## src/rtl/stable_timer.sv

```systemverilog
// Free-running stable counter with snapshot register and a one-shot/periodic
// countdown timer that raises a sticky interrupt.
module stable_timer #(
    parameter int CNT_W    = 64,
    parameter int TIMER_W  = 32,
    parameter int PRESCALE = 1
) (
    input  logic               clk,
    input  logic               rst_n,
    output logic [CNT_W-1:0]   cnt_o,
    input  logic               cnt_snap_i,
    output logic [CNT_W-1:0]   cnt_snap_o,
    input  logic               tcfg_we,
    input  logic [TIMER_W-1:0] tcfg_wdata,
    output logic [TIMER_W-1:0] tcfg_o,
    output logic [TIMER_W-1:0] tval_o,
    input  logic               ticlr_we,
    output logic               timer_int_o
);

    localparam int PRE_W = (PRESCALE > 1) ? $clog2(PRESCALE) : 1;
    localparam logic [PRE_W-1:0] PRE_MAX = PRE_W'(PRESCALE - 1);

    typedef enum logic {
        T_IDLE,
        T_RUN
    } timer_state_e;

    logic [PRE_W-1:0]   pre_cnt_q, pre_cnt_d;
    logic [CNT_W-1:0]   cnt_q, cnt_d;
    logic [CNT_W-1:0]   snap_q, snap_d;
    logic [TIMER_W-1:0] tcfg_q, tcfg_d;
    logic [TIMER_W-1:0] tval_q, tval_d;
    logic               int_q, int_d;
    logic               tick;
    logic               expire;
    logic [TIMER_W-1:0] reload_val;
    timer_state_e       timer_state;

    always_comb begin
        tick      = (pre_cnt_q == PRE_MAX);
        pre_cnt_d = tick ? '0 : pre_cnt_q + PRE_W'(1);
        cnt_d     = tick ? cnt_q + CNT_W'(1) : cnt_q;
        snap_d    = cnt_snap_i ? cnt_q : snap_q;
    end

    // The timer state is derived from config and count; a config write
    // overrides any decrement and suppresses an expiry in the same cycle.
    always_comb begin
        reload_val  = {tcfg_q[TIMER_W-1:2], 2'b00};
        timer_state = (tcfg_q[0] && (tval_q != '0)) ? T_RUN : T_IDLE;
        expire      = 1'b0;
        tcfg_d      = tcfg_q;
        tval_d      = tval_q;
        if (tcfg_we) begin
            tcfg_d = tcfg_wdata;
            tval_d = {tcfg_wdata[TIMER_W-1:2], 2'b00};
        end else if ((timer_state == T_RUN) && tick) begin
            if (tval_q == TIMER_W'(1)) begin
                expire = 1'b1;
                tval_d = tcfg_q[1] ? reload_val : '0;
            end else begin
                tval_d = tval_q - TIMER_W'(1);
            end
        end
    end

    always_comb begin
        int_d = int_q;
        if (expire) begin
            int_d = 1'b1;
        end else if (ticlr_we) begin
            int_d = 1'b0;
        end
    end

    always_ff @(posedge clk) begin
        if (!rst_n) begin
            pre_cnt_q <= '0;
            cnt_q     <= '0;
            snap_q    <= '0;
            tcfg_q    <= '0;
            tval_q    <= '0;
            int_q     <= 1'b0;
        end else begin
            pre_cnt_q <= pre_cnt_d;
            cnt_q     <= cnt_d;
            snap_q    <= snap_d;
            tcfg_q    <= tcfg_d;
            tval_q    <= tval_d;
            int_q     <= int_d;
        end
    end

    assign cnt_o       = cnt_q;
    assign cnt_snap_o  = snap_q;
    assign tcfg_o      = tcfg_q;
    assign tval_o      = tval_q;
    assign timer_int_o = int_q;

endmodule

```

## config.mk

```make
export PLATFORM = sky130hd
export DESIGN_NAME = stable_timer
export DESIGN_NICKNAME = d
export VERILOG_FILES = /design/src/rtl/stable_timer.sv
export SDC_FILE = /design/constraint.sdc
export NUM_CORES = 1
export LEC_CHECK = 0
export BUFFER_PORTS_ARGS = -buffer_cell sky130_fd_sc_hd__buf_2
export CAP_MARGIN = 20
export CORE_UTILIZATION = 48
export CTS_CLUSTER_SIZE = 16
export DETAILED_ROUTE_END_ITERATION = 12
export PLACE_DENSITY = 0.76
export SLEW_MARGIN = 20
export SYNTH_ARGS = -nofsm -noshare
export SYNTH_HDL_FRONTEND = slang
export SYNTH_SLANG_ARGS = --single-unit
export TNS_END_PERCENT = 100
```

## constraint.sdc

```tcl
create_clock -name clk -period 1.9 [get_ports clk]
set_input_delay 0.095 -clock clk [delete_from_list [all_inputs] [get_ports clk]]
set_output_delay 0.095 -clock clk [all_outputs]
set_load 0.01 [all_outputs]
```

==> summary.md <==
| Metric | Value |
|---|---|
| Status | finished, violations left |
| Failing checks | setup timing |
| Final count of negative-setup-slack endpoints | 35 |
| Yosys Warn Count | 0 |
| CP Max Fanout | 3 |
| Via-per-instance ratio | around 5.8 |
| Syn nets | 1032 |
| Clock buffer depth | 2 |
| Final period util | 116% |
| CTS Buf Count | 17 |
| Die Wd | between 100 and 150 um |
| CP required | about 2.2 ns |
| Cells after DPL | 1585 |
| Fill count | 1170 |
| Number of global-route vias before repair | 9211 |
| Vias | around 9800 |
| Final Hold Viols | 0 |
| H-tree levels | 4 |
| Dpl ws | -0.230 ns |
| Die Y | 138 um |
| Most common cell after layout, fill and taps aside | buf_2 |
| Arrival time at the worst endpoint | ~2.5 ns |
| Global-route wire length before repair | around 47 mm |
| Layout area overhead | 55.3% |
| Initial DRC count | between 700 and 800 |
| FMAX | 455 MHz |
| Async S/R FF share, synth | 0% |
| Largest net degree at the start of global routing | 61 |
| Worst skew pair latency | between 0.4 and 0.5 ns |
| Clk slew on worst S/H paths | 0.08 ns |
| Leak | roughly 6.4 nW |
| Number of port buffers | around 230 |
| Synthesized netlist cell count | 991 |
| Total GRT Usage | between 30% and 40% |
| Initial antenna violation count | 0 |
| Initial Utilization | between 40% and 50% |
| GPL Wtd Cong | slightly below 1 |
| Layout cells sized above 1 | between 40 and 50% |
| DRT Pass-1 Iters | 7 |
| Final clock skew | between 0.01 and 0.015 ns |
| Synth area leader | dfxtp_1 |
| Synth Area per Inst | approximately 9.0 um^2 |
| I/O pin count | 230 |
| CP Launch Type | register |
| Nets | 1489 |
| Commonest non-fill, non-tap cells in the layout | buf_2 (228), buf_4 (201), dfxtp_1 (160) |
| Core Rows | 49 |
| Cell Area, Synth | about 9000 um^2 |
| Library cells used by synthesis | 64 |
| RSZ-0062 raised after global routing | true |
| Area occupied by multi-input gates | approximately 5400 um^2 |
| Worst Path Class, Setup | register to register |
| Pwr Density | between 600 and 700 nW/um^2 |
| FF+latch area | ~3900 um^2 |
| DRC errors left | 0 |
| Fin crit period | around 2.2 ns |
| Root Buffer | clkbuf_16 |
| CTS tree | yes |
| Hold Path Class | input port to register |
| Fin. max-slew vios | 0 |
| Inserted Diodes | 0 |
| Die area | ~19000 um^2 |
| Main synth FF type | dfxtp_1 |
| Final HPWL DP | between 20 and 25 mm |
| Final WS setup | -0.299 ns |
| Final core occ | approximately 77% |
| Clk sinks | between 150 and 200 |
| Final wirelength | 32.1 mm |
| Top post-synthesis cells by area | dfxtp_1 (44%), mux2i_1 (11%), nor2_1 (6.8%), xor2_1 (4.2%), a21oi_1 (2.8%) |
| EDFF count, synth | 0 |
| Overflow after GRT | 0 |
| Post-route insts no fill | roughly 1700 |
| Seq cells post-synth | between 150 and 200 |
| Std-Cell Core Area | between 15000 and 20000 um^2 |
| Setup tns final | -4.97 ns |
| Post-synth top area share | ~44% |
| Final ANT Viol Nets | 0 |
| Max-cap viol count | 0 |
| Drt wl/cell | roughly 19 um |
| Sequential-to-total area share from yosys stat | a little over two fifths |
| VDD IR-drop max | about 0.62 mV |
| Endpoint class of the critical path | register |
==> area by class of cell <==
| class | instances | area share (%) |
|---|---|---|
| Timing Repair Buffer | 497 | 25.0 |
| Clock inverter | 15 | 1.50 |
| Sequential cell | 194 | 28.6 |
| Multi-Input combinational cell | 729 | 39.5 |
| Tap cell | 229 | 2.08 |
| Inverter | 9 | 0.281 |
| Clock buffer | 17 | 3.08 |
==> flip-flops by register name, indices dropped and copies added, names as in the netlist <==
signal / flops
cnt_o: 64
cnt_snap_o: 64
tcfg_o: 32
tval_o: 32
pre_cnt_q: 1
timer_int_o: 1
==> synthesized netlist by cell type (all sizes together) (2+ instances only) <==
cell / instances
o22ai: 5
inv: 9
nand3: 46
a21oi: 50
nor4: 24
a211o: 3
o221ai: 7
mux2i: 94
nor2: 163
clkbuf: 42
and4: 10
a211oi: 2
o31a: 2
xnor2: 23
or4: 7
dfxtp: 194
nor3b: 3
nand2b: 3
nor3: 23
a2bb2oi: 2
nor2b: 4
nand2: 51
buf: 16
ha: 4
o31ai: 7
o21ai: 42
a22oi: 7
xor2: 43
a32oi: 2
or3: 15
o211ai: 4
and3: 11
a31oi: 9
nand3b: 2
nand4: 31
and2: 18
==> metal layers <==
metal  up-vias  track usage [%]  routed length, um
li1       4456                -                  -
met1      4689             36.2              12800
met2       494             51.9              15800
met3       125             5.54               2130
met4         0             13.8               1350
met5         -                0                  0
==> where the power goes <==
part           switching [W]  leakage (nW)  internal, W
sequential         0.0000994          1.59      0.00416
combinational       0.000837          4.47     0.000696
clock                0.00188         0.303      0.00194
total                0.00282          6.36      0.00679
==> cells by family (layout without fill, tap and decap cells) <==
group | after synthesis | in the layout | share of synthesized area, %
AO/OA/AOI/OAI | 152 | 152 | 10.7
buffers and inverters | 68 | 538 | 3.37
AND/OR/NAND/NOR | 412 | 412 | 24.5
multiplexers | 94 | 94 | 10.6
flip-flops | 194 | 194 | 43.7
other | 1 | 1 | 0.0422
adder cells (fa/ha/maj) | 4 | 4 | 0.563
XOR/XNOR | 66 | 66 | 6.51
==> path summary, 6_finish.rpt <==
check | depth (start not counted) | startpoint | endpoint | slack, ns
max | 8 | tval_o[26] | tval_o[12] | -0.30
min | 3 | rst_n | tcfg_o[10] | 0.03
max reg2reg | 8 | tval_o[26] | tval_o[12] | -0.30
min reg2reg | 2 | tcfg_o[23] | tcfg_o[23] | 0.49
==> worst max-delay path: stages (launching register included) <==
cell and delay [ns]:
dfxtp_2 0.34, nor4_4 0.40, nand4_4 0.17, buf_4 0.18
buf_4 0.14, nor4_2 0.43, a2bb2oi_2 0.23, o21ai_1 0.09
o211a_1 0.11
==> what timing repair did <==
| action | CTS | global route |
|---|---|---|
| gates cloned | 2 | 1 |
| hold endpoints to repair | 50 | 0 |
| resized for setup | 100 | 103 |
| pin swaps | 40 | 70 |
| endpoints found under the setup margin | 43 | 56 |
| hold buffers | 33 | 0 |
| buffers inserted | 15 | 25 |
==> metrics by stage <==
| step | hold slack [ns] | area, um^2 | power [W] |
|---|---|---|---|
| 2_1_floorplan | 0.233 | 8980 | 0.00497 |
| 3_3_place_gp | 0.340 | 11700 | 0.00551 |
| 3_5_place_dp | 0.341 | 11700 | 0.00552 |
| 4_1_cts | 0.0104 | 13200 | 0.00945 |
| 5_1_grt | 0.0274 | 13800 | 0.00988 |
| 6_report | 0.0268 | 13800 | 0.00961 |
Power figures use the tool's default switching activity.
